[src/rtl/nova_bus_pkg.sv]
// Shared definitions for the core's memory bus: default widths, the
// arbiter state encoding and the full byte-enable pattern used for fetches.
package nova_bus_pkg;

   localparam int unsigned DEF_AW = 32;
   localparam int unsigned DEF_DW = 32;
   localparam int unsigned DEF_BW = DEF_DW / 8;

   localparam logic [DEF_BW-1:0] BE_ALL_ONES = '1;

   typedef enum logic [2:0] {
      ST_IDLE   = 3'd0,
      ST_BUSY_I = 3'd1,
      ST_BUSY_D = 3'd2,
      ST_RESP_I = 3'd3,
      ST_RESP_D = 3'd4
   } arb_state_t;

endpackage

[src/rtl/bus_timeout_counter.sv]
// Counts cycles spent waiting on the memory; flags when TIMEOUT-1 is reached.
module bus_timeout_counter #(
   parameter int unsigned TIMEOUT = 255
) (
   input  logic clk,
   input  logic reset,
   input  logic i_clear,
   input  logic i_enable,
   output logic o_expired_c
);

   localparam int unsigned CW = $clog2(TIMEOUT);

   logic [CW-1:0] r_count;

   // Saturates at the expiry value so a stalled enable cannot wrap it.
   always_ff @(posedge clk) begin
      if (reset) begin
         r_count <= '0;
      end else if (i_clear) begin
         r_count <= '0;
      end else if (i_enable && !o_expired_c) begin
         r_count <= r_count + CW'(1);
      end
   end

   assign o_expired_c = (r_count == CW'(TIMEOUT - 1));

endmodule

[src/rtl/mem_arbiter.sv]
// Shares one single-port memory between instruction fetch (I) and data (D):
// D has priority, bounded by a streak limit, and stalled accesses time out.
module mem_arbiter
   import nova_bus_pkg::*;
#(
   parameter int unsigned AW           = DEF_AW,
   parameter int unsigned DW           = DEF_DW,
   parameter int unsigned D_STREAK_MAX = 4,
   parameter int unsigned TIMEOUT      = 255
) (
   input  logic            clk,
   input  logic            reset,
   input  logic            i_req,
   input  logic [AW-1:0]   i_addr,
   output logic            i_ack,
   output logic [DW-1:0]   i_rdata,
   output logic            i_err,
   input  logic            d_req,
   input  logic            d_we,
   input  logic [AW-1:0]   d_addr,
   input  logic [DW-1:0]   d_wdata,
   input  logic [DW/8-1:0] d_be,
   output logic            d_ack,
   output logic [DW-1:0]   d_rdata,
   output logic            d_err,
   output logic            mem_req,
   output logic            mem_we,
   output logic [AW-1:0]   mem_addr,
   output logic [DW-1:0]   mem_wdata,
   output logic [DW/8-1:0] mem_be,
   input  logic            mem_ack,
   input  logic [DW-1:0]   mem_rdata
);

   localparam int unsigned BW = DW / 8;
   localparam int unsigned SW = $clog2(D_STREAK_MAX + 1);

   // Package constant is sized for the default bus; widen by replication.
   localparam logic [BW-1:0] L_BE_ALL = BW'({(BW / DEF_BW + 1){BE_ALL_ONES}});

   arb_state_t    r_state,     w_state;
   logic [SW-1:0] r_streak,    w_streak;
   logic          r_mem_req,   w_mem_req;
   logic          r_mem_we,    w_mem_we;
   logic [AW-1:0] r_mem_addr,  w_mem_addr;
   logic [DW-1:0] r_mem_wdata, w_mem_wdata;
   logic [BW-1:0] r_mem_be,    w_mem_be;
   logic          r_i_ack,     w_i_ack;
   logic [DW-1:0] r_i_rdata,   w_i_rdata;
   logic          r_i_err,     w_i_err;
   logic          r_d_ack,     w_d_ack;
   logic [DW-1:0] r_d_rdata,   w_d_rdata;
   logic          r_d_err,     w_d_err;

   logic w_busy;
   logic w_expired;

   assign w_busy = (r_state == ST_BUSY_I) || (r_state == ST_BUSY_D);

   bus_timeout_counter #(
      .TIMEOUT (TIMEOUT)
   ) u_timeout (
      .clk         (clk),
      .reset       (reset),
      .i_clear     (!w_busy),
      .i_enable    (w_busy),
      .o_expired_c (w_expired)
   );

   always_ff @(posedge clk) begin
      if (reset) begin
         r_state     <= ST_IDLE;
         r_streak    <= '0;
         r_mem_req   <= 1'b0;
         r_mem_we    <= 1'b0;
         r_mem_addr  <= '0;
         r_mem_wdata <= '0;
         r_mem_be    <= '0;
         r_i_ack     <= 1'b0;
         r_i_rdata   <= '0;
         r_i_err     <= 1'b0;
         r_d_ack     <= 1'b0;
         r_d_rdata   <= '0;
         r_d_err     <= 1'b0;
      end else begin
         r_state     <= w_state;
         r_streak    <= w_streak;
         r_mem_req   <= w_mem_req;
         r_mem_we    <= w_mem_we;
         r_mem_addr  <= w_mem_addr;
         r_mem_wdata <= w_mem_wdata;
         r_mem_be    <= w_mem_be;
         r_i_ack     <= w_i_ack;
         r_i_rdata   <= w_i_rdata;
         r_i_err     <= w_i_err;
         r_d_ack     <= w_d_ack;
         r_d_rdata   <= w_d_rdata;
         r_d_err     <= w_d_err;
      end
   end

   // Acks are raised on the BUSY->RESP edge so they are visible for exactly
   // the RESP cycle; response data and err are held until the next response.
   always_comb begin
      w_state     = r_state;
      w_streak    = r_streak;
      w_mem_req   = r_mem_req;
      w_mem_we    = r_mem_we;
      w_mem_addr  = r_mem_addr;
      w_mem_wdata = r_mem_wdata;
      w_mem_be    = r_mem_be;
      w_i_ack     = 1'b0;
      w_i_rdata   = r_i_rdata;
      w_i_err     = r_i_err;
      w_d_ack     = 1'b0;
      w_d_rdata   = r_d_rdata;
      w_d_err     = r_d_err;

      case (r_state)
         ST_IDLE: begin
            if (d_req && ((r_streak < SW'(D_STREAK_MAX)) || !i_req)) begin
               w_state     = ST_BUSY_D;
               w_mem_req   = 1'b1;
               w_mem_we    = d_we;
               w_mem_addr  = d_addr;
               w_mem_wdata = d_wdata;
               w_mem_be    = d_be;
               if (!i_req) begin
                  w_streak = '0;
               end else if (r_streak != SW'(D_STREAK_MAX)) begin
                  w_streak = r_streak + SW'(1);
               end
            end else if (i_req) begin
               w_state     = ST_BUSY_I;
               w_mem_req   = 1'b1;
               w_mem_we    = 1'b0;
               w_mem_addr  = i_addr;
               w_mem_wdata = '0;
               w_mem_be    = L_BE_ALL;
               w_streak    = '0;
            end
         end

         ST_BUSY_I: begin
            if (mem_ack) begin
               w_state   = ST_RESP_I;
               w_mem_req = 1'b0;
               w_i_ack   = 1'b1;
               w_i_rdata = mem_rdata;
               w_i_err   = 1'b0;
            end else if (w_expired) begin
               w_state   = ST_RESP_I;
               w_mem_req = 1'b0;
               w_i_ack   = 1'b1;
               w_i_rdata = '0;
               w_i_err   = 1'b1;
            end
         end

         ST_BUSY_D: begin
            if (mem_ack) begin
               w_state   = ST_RESP_D;
               w_mem_req = 1'b0;
               w_mem_we  = 1'b0;
               w_d_ack   = 1'b1;
               w_d_rdata = r_mem_we ? '0 : mem_rdata;
               w_d_err   = 1'b0;
            end else if (w_expired) begin
               w_state   = ST_RESP_D;
               w_mem_req = 1'b0;
               w_mem_we  = 1'b0;
               w_d_ack   = 1'b1;
               w_d_rdata = '0;
               w_d_err   = 1'b1;
            end
         end

         ST_RESP_I, ST_RESP_D: begin
            w_state = ST_IDLE;
         end

         default: begin
            w_state = ST_IDLE;
         end
      endcase
   end

   assign mem_req   = r_mem_req;
   assign mem_we    = r_mem_we;
   assign mem_addr  = r_mem_addr;
   assign mem_wdata = r_mem_wdata;
   assign mem_be    = r_mem_be;
   assign i_ack     = r_i_ack;
   assign i_rdata   = r_i_rdata;
   assign i_err     = r_i_err;
   assign d_ack     = r_d_ack;
   assign d_rdata   = r_d_rdata;
   assign d_err     = r_d_err;

endmodule

[config.mk]
export PLATFORM = sky130hd
export DESIGN_NAME = mem_arbiter
export DESIGN_NICKNAME = d
export VERILOG_FILES = /design/src/rtl/nova_bus_pkg.sv /design/src/rtl/bus_timeout_counter.sv /design/src/rtl/mem_arbiter.sv
export SDC_FILE = /design/constraint.sdc
export NUM_CORES = 1
export LEC_CHECK = 0
export BUFFER_PORTS_ARGS = -buffer_cell sky130_fd_sc_hd__clkbuf_2
export CORE_MARGIN = 4
export CORE_UTILIZATION = 50
export DETAILED_ROUTE_END_ITERATION = 16
export PLACE_DENSITY = 0.85
export SKIP_LAST_GASP = 1
export SLEW_MARGIN = 20
export SYNTH_ARGS = -nofsm -noshare
export SYNTH_HDL_FRONTEND = slang
export SYNTH_SLANG_ARGS = --single-unit
[constraint.sdc]
create_clock -name clk -period 3.4 [get_ports clk]
set_input_delay 1.02 -clock clk [delete_from_list [all_inputs] [get_ports clk]]
set_output_delay 1.02 -clock clk [all_outputs]
set_load 0.05 [all_outputs]
* Yosys cells after proc, flatten, opt, wreduce, memory -nomap -nowiden
Cells that the tools add are included.
** Word-level totals
- Output and inout port bits :: 138
- Logic and storage cells :: 84
- Register bits after elaboration :: 152
** Operators by class
- Reductions and logical operators :: 22
- $add $sub $neg :: 2
- $lt $le $gt $ge :: 1
- Eq/ne operators :: 9
- Muxes and demuxes :: 33
- Bitwise logic cells :: 3
** Operators with widths (number)
- 2-to-1 mux 32 bit :: 8
- 2-to-1 mux 3 bit :: 10
- AND reduction 3 bit :: 4
- 2-to-1 mux 1 bit :: 10
- != test 3 x 2 -> 1 bit, second input constant :: 3
- case mux 3 bit (3 select lines) :: 1
- adder 8 x 1 -> 8 bit, second input constant :: 1
- == test 8 bit, second input constant :: 1
- 2-to-1 mux 4 bit :: 2
- nonzero test 2 bit :: 4
- OR reduction 2 bit :: 4
- != test 3 bit, second input constant :: 2
- AND reduction 2 bit :: 3
- case mux 1 bit (2 select lines) :: 2
- adder 3 x 1 -> 3 bit, second input constant :: 1
- == test 3 x 1 -> 1 bit, second input constant :: 1
- == test 3 x 2 -> 1 bit, second input constant :: 1
- zero test 3 bit :: 1
- less-than comparator 3 bit, second input constant :: 1
- != test 3 x 1 -> 1 bit, second input constant :: 1
- inverter 1 bit :: 3
- logical AND 1 bit :: 2
- zero test 1 bit :: 2
- logical OR 1 bit :: 2

* Longest topological paths before layout
- Depth after elaboration :: 5
- Gate-level depth with buffers :: 7
- Depth with buffers taken out :: 6

* Hierarchy
From an unflattened synthesis, not the netlist that was laid out.
** Second synthesis, totals
- Cells, all modules :: 648
- Area, all modules :: 5935.7 µm²
** By module, submodules not included
- mem_arbiter :: instances 1, cells each 598, area each 5504.0 µm², sequential area each 2882.8 µm²
- bus_timeout_counter :: instances 1, cells each 50, area each 431.7 µm², sequential area each 160.2 µm²

* Least setup slack after synthesis
OpenSTA, ideal clock, no wires.
- Kind :: input-to-reg
- Start point :: input d_req
- End point :: register r_mem_wdata[3], in the netlist mem_wdata[3]
- Path buffers :: 3
- Slack :: 1366 ps
- Stages on the path :: 7
- Required time :: 3272 ps
- Setup time :: 128 ps
- Data arrival time :: 1906 ps
- Cell sequence :: a21boi_1 > buf_4 > and2_1 > buf_4 > buf_4 > a22oi_1 > nor2_1
** On the way
- Word-level cells in the longest chain between the ends :: 3
- Elaborated cells on any way between the ends :: 4
** RTL lines
- start, declared :: RTL line mem_arbiter.sv:18 : input logic d_req,
- logical AND 1 bit * :: RTL line mem_arbiter.sv:121 : if (d_req && ((r_streak < SW'(D_STREAK_MAX)) || !i_req)) begin
- nonzero test 2 bit (no source line)
- AND reduction 2 bit (no source line)
- end signal, assigned :: RTL line mem_arbiter.sv:91 : r_mem_wdata <= w_mem_wdata;
- end, declared :: RTL line mem_arbiter.sv:46 : logic [DW-1:0] r_mem_wdata, w_mem_wdata;
Every way passes the cells marked *; elsewhere a longest branch is shown, timed or not.
A chain may end at the register's enable or synchronous reset.

* Worst setup path in the final report
- Start point :: input i_req
- End point :: register r_mem_addr[0], in the netlist mem_addr[0]
** On the way
- Word-level cells in the longest chain between the ends :: 5
- Elaborated cells on any way between the ends :: 6
** RTL lines
- start, declared :: RTL line mem_arbiter.sv:13 : input logic i_req,
- zero test 1 bit
- logical OR 1 bit :: RTL line mem_arbiter.sv:121
- logical AND 1 bit :: RTL line mem_arbiter.sv:121
- nonzero test 2 bit (no source line)
- AND reduction 2 bit (no source line)
- end signal, assigned :: RTL line mem_arbiter.sv:90 : r_mem_addr <= w_mem_addr;
- end, declared :: RTL line mem_arbiter.sv:45 : logic [AW-1:0] r_mem_addr, w_mem_addr;
Several ways; a longest one is shown, not always the timed one.

==> metrics.yaml <==
run_status:
  status: "complete, no violations"
critical_path:
  critPathLaunchType: "input pin"
  worstPathArrival_ns: 2.50
  startpoint: "i_req"
  cpMaxStageDelayCell: "nor2_4"
  crit_path_end_kind: "register"
  critPathMaxFanout: 27
  cp_top_family: "simple AND/OR/NAND/NOR gates"
  cp.buffers_inverters: 2
  max_stage_delay_ns: 0.47
  worst-setup-path-type: "in2reg"
  cp.required_ns: 3.71
  cp_cell_sequence: "clkbuf_2 > nor2_1 > nor2_4 > buf_4 > nor2_1 > a211oi_1"
  crit_path_frequent_cell: "nor2_1"
  r2r-start: "r_state[2]"
worst_hold_path:
  min_path_type: "reg2reg"
  hp-start: "d_rdata[16]"
layout:
  drive_gt1_share_pct: 40.31
  final_common_cell: "clkbuf_2"
  diodes: 0
  area_delta_synth_final_pct: 34.21
  finalNonFillerCells: 989
  mostFrequentLayoutCells: "274 x clkbuf_2, 152 x dfxtp_1, 84 x nor2_1, 38 x a22o_1, 34 x a21oi_1"
  fillers: 917
  layout.nets: 975
floorplanning:
  die-area_um2: 13550
  fp.dieW_um: 116.4
  die_y_um: 116.4
  floorplan.rows: 39
  core_um2: 11470
  boundaryPins: 276
  start_util_pct: 51.25
yosys:
  ys_ff_latch: 152
  synth_area_um2: 5877
  postSynthAreaPerCell_um2: 10.17
  synth_edf_count: 0
  synthArstFlopShare_pct: 0
  yosysUniqueCellTypes: 48
  synth_nets: 720
  yosysWarnings: 0
  seq_area_frac_synth_pct: 51.78
  ys.flop_type: "dfxtp_1"
  synth_cells: 578
detailed_routing:
  drtIter0Drc: 363
  drt_pass1_iterations: 5
  drc: 0
  antenna_left: 0
  wl_mm: 16.33
  wl_per_cell_um: 16.51
  vias_per_cell: 5.489
  via_count: 5429
pwr:
  p_sw_share_pct: 33.25
  power.internal_uw: 3475
  p_seq_share_pct: 38.9
  switchingPower_uw: 1731
  power_frac_clock_pct: 36.6
  p_leak_uw: 0.003596
  ir_drop_v: 0.0003701
  power_density_nw_per_um2: 659.9
  comb_power_share_pct: 24.5
sta:
  setup_viol: 0
  fin_crit_ns: 2.197
  rsz0062_at_grt: "no"
  hold_violations: 0
  whs_ns: 0.4710
  worst_slew_pin_slew_ns: 0.9913
  fmax_mhz: 455.2
  finalCritPeriodShare_pct: 64.61
  slew_violations: 0
  slew_headroom_pct: 33.91
  tns_ns: 0
  skew_ns: 0.007316
global_route:
  grt_max_degree: 68
  grt_pass1_vias: 5135
  track_usage_pct: 23.48
  grt_pass1_wl_mm: 25.50
  antenna_found_initial: 0
  overflow: 0
flow_run:
  cap_violations: 0
cts:
  cts_tree: "done"
  cts_resized: 0
  cts_sinks: 152
  clk_latency_ns: 0.40
  post_cts_buffers: 0
  cts-root-buf: "clkbuf_16"
  clk_pin_slew_ns: 0.06
  cts_buffers: 17
  cts_buffer_depth: 2
  cts_max_level: 4
  hold_buffers: 0
place:
  placedCellCount: 957
  gp_congestion: 0.8250
  dp_hpwl_mm: 11.80
  portBuffers: 275
-- worst min-delay path, cell delays in order (launching register included) --
cell     delay [ns]
dfxtp_1        0.30
o21ai_0        0.06
a21oi_1        0.06
-- cells in the mapped netlist (2+ instances only) --
cell / instances / area (um2)
mux2i_1: 32 / 320.3
clkbuf_1: 18 / 67.56
a22o_1: 38 / 332.8
dfxtp_1: 152 / 3043
o21ai_1: 2 / 10.01
xor2_1: 4 / 35.03
or3_1: 2 / 12.51
o22ai_1: 4 / 25.02
nand3_1: 5 / 25.02
nand4b_1: 27 / 236.5
o21ai_0: 25 / 125.1
buf_4: 6 / 45.04
o2111ai_1: 2 / 17.52
nand2_1: 10 / 37.54
a21oi_1: 35 / 175.2
xnor2_1: 3 / 26.28
buf_6: 5 / 56.30
a22oi_1: 32 / 240.2
or2_2: 2 / 12.51
nor3_1: 3 / 15.01
ha_1: 4 / 50.05
buf_1: 3 / 11.26
buf_2: 19 / 95.09
and4_1: 2 / 17.52
nor3b_2: 2 / 25.02
inv_1: 4 / 15.01
a211oi_2: 8 / 100.1
nor2_1: 84 / 315.3
a211oi_1: 26 / 195.2
-- cells by family after synthesis --
kind of cell | share of synthesized area [%]
muxes | 5.642
buffers and inverters | 5.024
and+or+nand+nor | 13.58
adders and majority gates | 0.8516
AOI/OAI and AO/OA | 22.08
DFF | 51.78
xor gates and xnor gates | 1.043
-- cell type report --
cell class / count / area [um2] / area share (%)
repair buffers: 288 / 1476 / 18.72
clock inverters: 11 / 146.4 / 1.856
clock buffers: 21 / 460.4 / 5.838
multi-input cells: 370 / 2567 / 32.55
inverters: 4 / 15.01 / 0.1904
flip-flops and latches: 152 / 3043 / 38.58
well taps: 143 / 178.9 / 2.268
-- sequential cells by signal, indices dropped and copies added, names as in the netlist --
| signal | cells |
|---|---|
| d_ack | 1 |
| d_err | 1 |
| d_rdata | 32 |
| i_ack | 1 |
| i_err | 1 |
| i_rdata | 32 |
| mem_addr | 32 |
| mem_be | 4 |
| mem_req | 1 |
| mem_wdata | 32 |
| mem_we | 1 |
| r_state | 3 |
| r_streak | 3 |
| u_timeout.r_count | 8 |
-- power by group through the flow --
| stage | clock network [uW] | registers (uW) | logic [uW] |
|---|---|---|---|
| floorplan | 0 | 2550 | 469 |
| global route | 2020 | 2040 | 1360 |
| detailed placement | 0 | 2060 | 1280 |
| global placement | 0 | 2050 | 1260 |
| CTS | 1940 | 2020 | 1280 |
| finish | 1910 | 2020 | 1270 |
-- through the flow --
step / utilization [%] / power (uW) / instance area (um2) / setup WS (ns)
after floorplan: - / 3018 / 5877 / 1.366
after global placement: 63.49 / 3315 / 7281 / 0.9019
after detailed placement: 63.49 / 3339 / 7281 / 0.7981
after CTS: 68.78 / 5241 / 7888 / 1.238
after global routing: 68.78 / 5420 / 7888 / 1.056
final: 68.78 / 5205 / 7888 / 1.203
-- worst paths after layout --
path              slack, ns  cells after the start           to
setup / recovery       1.20                      6  mem_addr[0]
hold / removal         0.47                      2  d_rdata[16]
setup reg to reg       1.24                      5  mem_addr[0]
hold reg to reg        0.47                      2  d_rdata[16]
-- layer usage --
metal	routed length [um]	GRT usage, %
met4	329	8.430
met2	8023	38.48
met1	6808	30.12
met5	0	0
met3	1172	5.907
(Power assumes the default switching activity.)
